## config.mk

```make
export PLATFORM = sky130hd
export DESIGN_NAME = rr_arb_mux
export DESIGN_NICKNAME = d
export VERILOG_FILES = /design/src/rtl/rr_arb_mux.sv
export SDC_FILE = /design/constraint.sdc
export NUM_CORES = 1
export LEC_CHECK = 0
export BUFFER_PORTS_ARGS = -buffer_cell sky130_fd_sc_hd__buf_2
export CELL_PAD_IN_SITES_DETAIL_PLACEMENT = 0
export CELL_PAD_IN_SITES_GLOBAL_PLACEMENT = 2
export CORE_MARGIN = 2
export CORE_UTILIZATION = 29
export CTS_BUF_LIST = sky130_fd_sc_hd__clkbuf_4 sky130_fd_sc_hd__clkbuf_8
export DETAILED_ROUTE_END_ITERATION = 6
export GPL_ROUTABILITY_DRIVEN = 0
export HOLD_SLACK_MARGIN = 0.1
export PLACE_DENSITY = 0.85
export SYNTH_ARGS = -nofsm -noshare
export SYNTH_HDL_FRONTEND = slang
export SYNTH_SLANG_ARGS = --single-unit
```

## constraint.sdc

```tcl
create_clock -name clk -period 9.8 [get_ports clk]
set_clock_uncertainty 0.05 [all_clocks]
set_input_delay 0 -clock clk [delete_from_list [all_inputs] [get_ports clk]]
set_output_delay 0 -clock clk [all_outputs]
set_load 0.02 [all_outputs]
```

## src/rtl/rr_arb_mux.sv

```systemverilog
// -----------------------------------------------------------------------------
// rr_arb_mux
//
// Purpose:
//   N-channel arbitrating multiplexer feeding a single output register stage.
//   Each cycle one requesting channel is granted, either by fixed priority
//   (lowest index wins) or by round robin starting after the most recently
//   served channel. The granted item is captured into the output register,
//   which behaves as a one-entry valid/ready pipeline stage with full
//   throughput (a held item can be consumed and replaced in the same cycle).
//
// Parameters:
//   WIDTH  data width per channel
//   N      number of input channels (2..16)
//   SEL_W  channel index width, always $clog2(N) (not overridable)
//
// Ports:
//   clk        sole clock, rising edge
//   rst        asynchronous, active-high reset
//   mode       0 = fixed priority, 1 = round robin
//   in_valid   per-channel request
//   in_data    channel i data at [i*WIDTH +: WIDTH]
//   in_ready   one-hot or zero; channel i accepted this cycle
//   out_valid  output register holds a valid item
//   out_data   data of the held item
//   out_sel    index of the channel that supplied the held item
//   out_ready  downstream accepts the held item this cycle
// -----------------------------------------------------------------------------
module rr_arb_mux #(
    parameter  int WIDTH = 16,
    parameter  int N     = 4,
    localparam int SEL_W = $clog2(N)
) (
    input  logic                 clk,
    input  logic                 rst,
    input  logic                 mode,
    input  logic [N-1:0]         in_valid,
    input  logic [N*WIDTH-1:0]   in_data,
    output logic [N-1:0]         in_ready,
    output logic                 out_valid,
    output logic [WIDTH-1:0]     out_data,
    output logic [SEL_W-1:0]     out_sel,
    input  logic                 out_ready
);

    // Index of the channel served by the most recent transfer. The
    // round-robin search begins one past this index.
    logic [SEL_W-1:0] ptr;

    logic             can_load;
    logic             gnt_any;
    logic [SEL_W-1:0] gnt_idx;
    logic [WIDTH-1:0] gnt_data;
    logic             xfer;

    int               best_dist;
    int               cur_dist;

    // The output register can take a new item when it is empty or when its
    // current item leaves this cycle.
    assign can_load = !out_valid || out_ready;

    // Grant selection. Every requesting channel gets a search distance:
    // its index in fixed-priority mode, or its position in the wrapped
    // sequence ptr+1, ptr+2, ..., ptr in round-robin mode. The requester
    // with the smallest distance wins, which gives exactly one grant.
    // NOTE: every signal driven here gets a default first, so no path
    // through the loop leaves a value unassigned and no latch is inferred.
    always_comb begin
        gnt_any   = 1'b0;
        gnt_idx   = '0;
        gnt_data  = '0;
        best_dist = N;
        cur_dist  = 0;
        for (int i = 0; i < N; i++) begin
            if (!mode) begin
                cur_dist = i;
            end else if (i > int'(ptr)) begin
                cur_dist = i - int'(ptr) - 1;
            end else begin
                cur_dist = i + N - int'(ptr) - 1;
            end
            if (in_valid[i] && (cur_dist < best_dist)) begin
                best_dist = cur_dist;
                gnt_any   = 1'b1;
                gnt_idx   = SEL_W'(i);
                gnt_data  = in_data[i*WIDTH +: WIDTH];
            end
        end
    end

    // A transfer happens whenever a channel is granted and the output
    // register can take it. Reset blocks acceptance even though the
    // cleared register would otherwise report room.
    assign xfer = gnt_any && can_load && !rst;

    // in_ready is derived only from grant, can_load and reset, never from
    // channel data.
    always_comb begin
        in_ready = '0;
        for (int i = 0; i < N; i++) begin
            in_ready[i] = xfer && (gnt_idx == SEL_W'(i));
        end
    end

    // Output register and round-robin pointer. After reset the pointer
    // sits at N-1 so the first round-robin search starts at channel 0.
    // On consumption without a replacement only out_valid drops; data and
    // index keep their last value.
    // NOTE: state registers use non-blocking assignments so every register
    // samples the pre-edge values of the others.
    always_ff @(posedge clk or posedge rst) begin
        if (rst) begin
            out_valid <= 1'b0;
            out_data  <= '0;
            out_sel   <= '0;
            ptr       <= SEL_W'(N - 1);
        end else if (xfer) begin
            out_valid <= 1'b1;
            out_data  <= gnt_data;
            out_sel   <= gnt_idx;
            ptr       <= gnt_idx;
        end else if (out_ready) begin
            out_valid <= 1'b0;
        end
    end

endmodule

```

### Yosys cells after proc, flatten, opt, wreduce, memory -nomap -nowiden

Cells that the tools add are included.

* logic and storage cells: 66
* RAM bits: 0
* memories kept: 0
* bits of input ports: 72
* output and inout port bits: 23
* ROM bits: 0
* bits in latches: 0
* register bits after elaboration: 21

* equal/unequal tests: 3
* order comparisons: 7
* shift operators: 0
* muxes and demuxes: 23
* div/mod/pow operators: 0
* add/sub/neg operators: 14
* reduce and logical (&&, ||, !) cells: 15
* multiply operators: 0
* bitwise logic cells: 0

Operator list (count)
* 2-to-1 mux 32 bit: 10
* less-than comparator 32 bit: 3
* 2-to-1 mux 16 bit: 4
* less-than comparator 32 x 4 -> 1 bit, second input constant: 1
* subtractor 4 x 2 -> 5 bit, second input constant: 4
* subtractor 3 x 2 -> 4 bit, first input constant: 4
* subtractor 3 x 2 -> 4 bit, second input constant: 3
* logical AND 1 bit: 10
* 2-to-1 mux 1 bit: 7
* subtractor 2 x 2 -> 3 bit, first input constant: 2
* == test 2 bit, second input constant: 2
* greater-than comparator 2 bit, first input constant: 2
* 2-to-1 mux 2 bit: 2
* subtractor 1 x 2 -> 3 bit, first input constant: 1
* == test 2 x 1 -> 1 bit, second input constant: 1
* greater-than comparator 1 x 2 -> 1 bit, first input constant: 1
* logical NOT 1 bit: 2
* logical NOT 2 bit: 1
* nonzero test 2 bit: 1
* logical OR 1 bit: 1

### Longest topological paths before layout

* depth after elaboration: 18
* depth in mapped cells: 32
* mapped depth without buffers: 27

### Least setup slack after synthesis

Ideal clock, no wire load.

* path kind: flip-flop to flip-flop
* start: register ptr[0]
* end: register out_data[0]
* cell stages (with the launch flop): 32
* arrival time: 6.590 ns
* buffers on the path: 5
* clock period less this slack: 6.765 ns
* slack: 3.035 ns
* data required time: 9.625 ns
* library setup time: 0.125 ns
* cell sequence: dfstp_2 -> inv_1 -> ha_1 -> ha_1 -> nand2_1 -> o22ai_1 -> nand2_1 -> ha_1 -> nor2_1 -> or2_1 -> a211oi_4 -> nor2_2 -> nor2_1 -> a21oi_1 -> ha_1 -> nor3b_1 -> a21oi_1 -> nor2_1 -> a31oi_1 -> buf_4 -> buf_2 -> buf_2 -> mux2_2 -> ha_1 -> a21oi_1 -> o211ai_1 -> a21boi_1 -> a21bo_1 -> buf_6 -> buf_6 -> mux2_4 -> mux2_4

* longest elaborated chain between the ends: 17
* elaborated cells between the ends (all ways): 45
* classes of those cells: 14 x add/sub; 7 x order compare; 18 x mux; 6 x reduce/logical

RTL lines
* start: declaration: line 48 `logic [SEL_W-1:0] ptr;`
* start signal: assignment: line 117 `ptr <= SEL_W'(N - 1);`
* start signal: assignment: line 122 `ptr <= gnt_idx;`
* subtractor 3 x 2 -> 4 bit: line 81 `cur_dist = i + N - int'(ptr) - 1;`
* subtractor 4 x 2 -> 5 bit: line 81
* 2-to-1 mux 32 bit: line 76 `if (!mode) begin`
* less-than comparator 32 x 4 -> 1 bit: line 83 `if (in_valid[i] && (cur_dist < best_dist)) begin`
* logical AND 1 bit: line 83
* 2-to-1 mux 32 bit: line 83
* less-than comparator 32 bit: line 83
* logical AND 1 bit: line 83
* 2-to-1 mux 32 bit: line 83
* less-than comparator 32 bit: line 83
* logical AND 1 bit: line 83
* 2-to-1 mux 32 bit: line 83
* less-than comparator 32 bit: line 83
* logical AND 1 bit: line 83
* 2-to-1 mux 1 bit: line 83
* logical AND 1 bit (2 in series): line 95 `assign xfer = gnt_any && can_load && !rst;`
* end signal: assignment: line 120 `out_data <= gnt_data;`
* end: declaration: line 41 `output logic [WIDTH-1:0] out_data,`

Several ways; a longest one is shown, not always the timed one.
A chain may end at the register's enable or synchronous reset.

### Final worst setup path

* start: register ptr[0]
* end: register out_data[1]

Same word-level chain as after synthesis.

==> impl_results.html <==
<table>
<tr><th>Metric</th><th>Value</th></tr>
<tr><th colspan="2">Layout</th></tr>
<tr><td>Diodes inserted</td><td>0</td></tr>
<tr><td>Fraction of final layout cells sized beyond drive strength 1</td><td>45.0%</td></tr>
<tr><td>Net count, final</td><td>448</td></tr>
<tr><td>Final standard cell utilization of the core</td><td>38.9%</td></tr>
<tr><td>Layout Area Growth over Synthesis</td><td>32.3%</td></tr>
<tr><th colspan="2">CTS</th></tr>
<tr><td>Worst-Skew Late Latency</td><td>0.25 ns</td></tr>
<tr><td>Clock tree from TritonCTS</td><td>built</td></tr>
<tr><td>Number of buffers added by the clock tree synthesis step</td><td>3</td></tr>
<tr><td>Post-cts sizing count</td><td>0</td></tr>
<tr><td>CTS root buffer</td><td>clkbuf_8</td></tr>
<tr><td>Clk sinks</td><td>21</td></tr>
<tr><td>Largest buffer count on any clock path</td><td>2</td></tr>
<tr><td>CTS H-tree depth</td><td>1</td></tr>
<tr><td>Clock Pin Slew Worst Setup and Hold Paths</td><td>0.07 ns</td></tr>
<tr><th colspan="2">Yosys</th></tr>
<tr><td>Adder-cell share of the synthesized area</td><td>11.6%</td></tr>
<tr><td>FF+latch count, synth</td><td>21</td></tr>
<tr><td>Cells after synthesis</td><td>245</td></tr>
<tr><td>Area share of and/or/nand/nor cells after synthesis</td><td>13.9%</td></tr>
<tr><td>Synthesized area divided by synthesized cell count</td><td>9.70 um2</td></tr>
<tr><td>Largest family of logic cells by synthesized area</td><td>multiplexers</td></tr>
<tr><td>Count of warnings emitted by yosys</td><td>0</td></tr>
<tr><td>Count of cell types in the netlist</td><td>47</td></tr>
<tr><td>Multiplexer fraction of the synthesized cell area</td><td>27.1%</td></tr>
<tr><td>Share of Yosys cell area claimed by the top area cell type</td><td>20.0%</td></tr>
<tr><td>Cell types with the largest area share after synthesis</td><td>dfrtp_1, mux2_2, ha_1, mux2_4, o2bb2ai_1</td></tr>
<tr><td>Main flop type after synthesis</td><td>dfrtp_1</td></tr>
<tr><td>Area share of xor/xnor cells in the synthesized design</td><td>1.11%</td></tr>
<tr><td>Proportion of synthesized chip area in sequential cells</td><td>22.2%</td></tr>
<tr><td>Share of synthesized registers carrying an async set or reset</td><td>100%</td></tr>
<tr><td>Post-synthesis instance area</td><td>2380 um2</td></tr>
<tr><td>Largest area contributor in the netlist</td><td>dfrtp_1</td></tr>
<tr><td>Synth Area in Compound Gates</td><td>17.9%</td></tr>
<tr><td>Post-synth EDFFs</td><td>0</td></tr>
<tr><th colspan="2">Critical path</th></tr>
<tr><td>Data required time at the worst endpoint</td><td>9.89 ns</td></tr>
<tr><td>Worst-path fanout max</td><td>29</td></tr>
<tr><td>Kind of capture point of the worst setup path</td><td>register</td></tr>
<tr><td>Data arrival time of the critical path</td><td>7.98 ns</td></tr>
<tr><td>Critical Path Start Type</td><td>register</td></tr>
<tr><td>Crit Path Class</td><td>register to register</td></tr>
<tr><th colspan="2">GRT</th></tr>
<tr><td>Largest net degree at the start of global routing</td><td>30</td></tr>
<tr><td>Initial antenna violation count</td><td>0</td></tr>
<tr><td>Wire length of the first global-routing pass</td><td>10500 um</td></tr>
<tr><td>Vias in the first global route</td><td>2270</td></tr>
<tr><td>GRT Overall Usage</td><td>14.8%</td></tr>
<tr><td>Total gr overflow</td><td>0</td></tr>
<tr><th colspan="2">Detailed routing</th></tr>
<tr><td>Number of DRC violations after detailed routing</td><td>0</td></tr>
<tr><td>Sum of routed wire length over all layers</td><td>6440 um</td></tr>
<tr><td>Vias per Instance</td><td>4.81</td></tr>
<tr><td>TritonRoute pass-1 iters</td><td>4</td></tr>
<tr><td>Total via count after detailed routing</td><td>2201</td></tr>
<tr><td>Average detailed-routed wire length per instance</td><td>14.1 um</td></tr>
<tr><td>DR iter-0 viols</td><td>45</td></tr>
<tr><td>Final ANT Viol Nets</td><td>0</td></tr>
<tr><th colspan="2">STA</th></tr>
<tr><td>Shortest clock period the worst path allows after layout</td><td>7.89 ns</td></tr>
<tr><td>Final hold violations</td><td>0</td></tr>
<tr><td>Slew at the pin closest to its max-slew limit</td><td>0.938 ns</td></tr>
<tr><td>Maximum clock frequency</td><td>127 MHz</td></tr>
<tr><td>Remaining max-slew budget at the tightest pin</td><td>37.5%</td></tr>
<tr><td>Unrepaired setup endpoints after global routing</td><td>false</td></tr>
<tr><td>Final slew viol count</td><td>0</td></tr>
<tr><td>Setup Total Neg Slack</td><td>0 ns</td></tr>
<tr><td>Share of the clock period used by the worst path</td><td>80.5%</td></tr>
<tr><td>Post-route worst hold slack</td><td>0.181 ns</td></tr>
<tr><td>Final setup violating endpoints</td><td>0</td></tr>
<tr><th colspan="2">Die</th></tr>
<tr><td>Die area</td><td>8940 um2</td></tr>
<tr><td>Horizontal die dimension</td><td>94.5 um</td></tr>
<tr><td>Initial Utilization</td><td>29.4%</td></tr>
<tr><td>Die span in y</td><td>94.5 um</td></tr>
<tr><td>I/O pins</td><td>95</td></tr>
<tr><td>Number of rows created at floorplan</td><td>33</td></tr>
<tr><td>Area of the core</td><td>8090 um2</td></tr>
<tr><th colspan="2">Pwr</th></tr>
<tr><td>Leak pwr</td><td>1.55 nW</td></tr>
<tr><td>Power density over the cells</td><td>340 nW/um2</td></tr>
<tr><td>Worst voltage drop across the vdd grid</td><td>138 uV</td></tr>
<tr><th colspan="2">Placement</th></tr>
<tr><td>Detailed Place HPWL</td><td>5200 um</td></tr>
<tr><td>Number of buffer cells added on primary ports</td><td>94</td></tr>
<tr><th colspan="2">Hold path</th></tr>
<tr><td>Kind of path behind the tightest hold check</td><td>input pin to register</td></tr>
<tr><th colspan="2">Flow run</th></tr>
<tr><td>Reported max-cap violation count</td><td>0</td></tr>
<tr><th colspan="2">Run status</th></tr>
<tr><td>Status</td><td>complete, no violations</td></tr>
</table>
-- what timing repair did --
action / in CTS / in global routing
hold buffers: 18 / 0
setup endpoints to repair: 0 / 0
hold endpoints to repair: 36 / 0
setup buffers: 0 / 0
-- cell families after synthesis --
kind of cell             count (synthesis)
XOR/XNOR                                 3
adder cells (fa/ha/maj)                 22
buffers and inverters                   25
multiplexers                            52
flip-flops                              21
AND/OR/NAND/NOR                         66
AO/OA/AOI/OAI                           55
other                                    1
-- metrics by stage --
stage          instances  total power [mW]  setup WS (ns)  area [um2]
2_1_floorplan        248             0.853           3.04        2390
3_3_place_gp         436              1.00           2.00        2920
3_5_place_dp         436              1.01           1.80        2920
4_1_cts              458              1.08           1.79        3150
5_1_grt              458              1.17           1.20        3150
6_report             458              1.07           1.91        3150
-- per-layer routing --
metal | vias up | part of all wire (%) | track usage, %
li1 | 1103 | - | -
met1 | 1017 | 42 | 17.6
met2 | 73 | 49 | 26.7
met3 | 8 | 6.3 | 2.39
met4 | 0 | 2.6 | 5.68
met5 | - | 0 | 0
-- area by class of cell --
cell class	count	area [um2]
repair buffers	112	651
multi-input cells	202	1730
inverters	14	52.6
fillers	856	4950
well taps	105	131
flip-flops and latches	21	528
clock buffers	4	48.8
-- critical path, cell delays in order (launching register included) --
cell and delay (ns):
dfstp_2 0.63, inv_1 0.12, ha_1 0.23, ha_1 0.29
nand2_1 0.05, o22ai_1 0.41, nand2_1 0.14, ha_1 0.32
nor2_1 0.07, or2_1 0.26, a211oi_4 0.74, nor2_2 0.21
nor2_1 0.16, a21oi_1 0.07, ha_1 0.33, nor3b_1 0.18
a21oi_1 0.13, nor2_1 0.08, a31oi_4 0.74, mux2_2 0.42
ha_1 0.31, a21oi_1 0.18, o211ai_1 0.10, a21boi_1 0.32
a21bo_1 0.55, mux2_4 0.42, mux2_4 0.25
-- Yosys cell counts, types with 2 or more instances --
cell type  instances
nand2_1           30
dfstp_2            2
buf_2              2
mux2_2            35
dfrtp_1           19
o21ai_0            7
a31oi_1            2
inv_1             14
mux2_4            16
nor2b_1            5
nor3b_1            2
and4_1             2
clkbuf_1           2
nand2b_1           3
a21oi_1            8
buf_4              2
nand3_1            3
ha_1              22
xnor2_1            3
o21a_1             2
o2bb2ai_1         16
nor3_1             4
buf_6              5
nand4_1            3
a21o_1             6
o211ai_1           3
nor2_1             7
-- cell usage in the layout, fill, tap and decap left out, types with 2 or more instances in the layout --
cell	count
ha_1	22
nor2_1	7
o21ai_0	7
nor3_1	4
nand3_1	3
nand2_1	30
dfstp_2	2
o21a_1	2
conb_1	4
xnor2_1	3
nand2b_1	3
dfrtp_1	19
clkbuf_8	3
inv_1	14
buf_2	94
dlygate4sd3_1	18
a21o_1	6
nor2b_1	5
o211ai_1	3
o2bb2ai_1	16
nand4_1	3
a21oi_1	8
nor3b_1	2
mux2_2	35
mux2_4	16
and4_1	2
-- path summary, 6_finish.rpt --
path	start	to	slack, ns	cells after the start
worst max-delay path	ptr[0]	out_data[1]	1.91	26
worst min-delay path	in_data[42]	out_data[10]	0.18	4
worst max register to register	ptr[0]	out_data[1]	1.91	26
worst min register to register	out_sel[0]	out_sel[0]	0.43	1
max in group asynchronous	rst	out_data[7]	8.80	3
min in group asynchronous	rst	out_data[12]	0.40	3
-- registers in the layout, indices dropped and copies added, names as in the netlist --
signal / flops
out_valid: 1
ptr: 2
out_data: 16
out_sel: 2
-- power breakdown --
group	internal, mW	total, mW	switching, mW
combinational	0.420	0.844	0.424
sequential	0.134	0.167	0.0324
clock	0.0317	0.0580	0.0263
total	0.586	1.07	0.483
(Power assumes the default switching activity.)
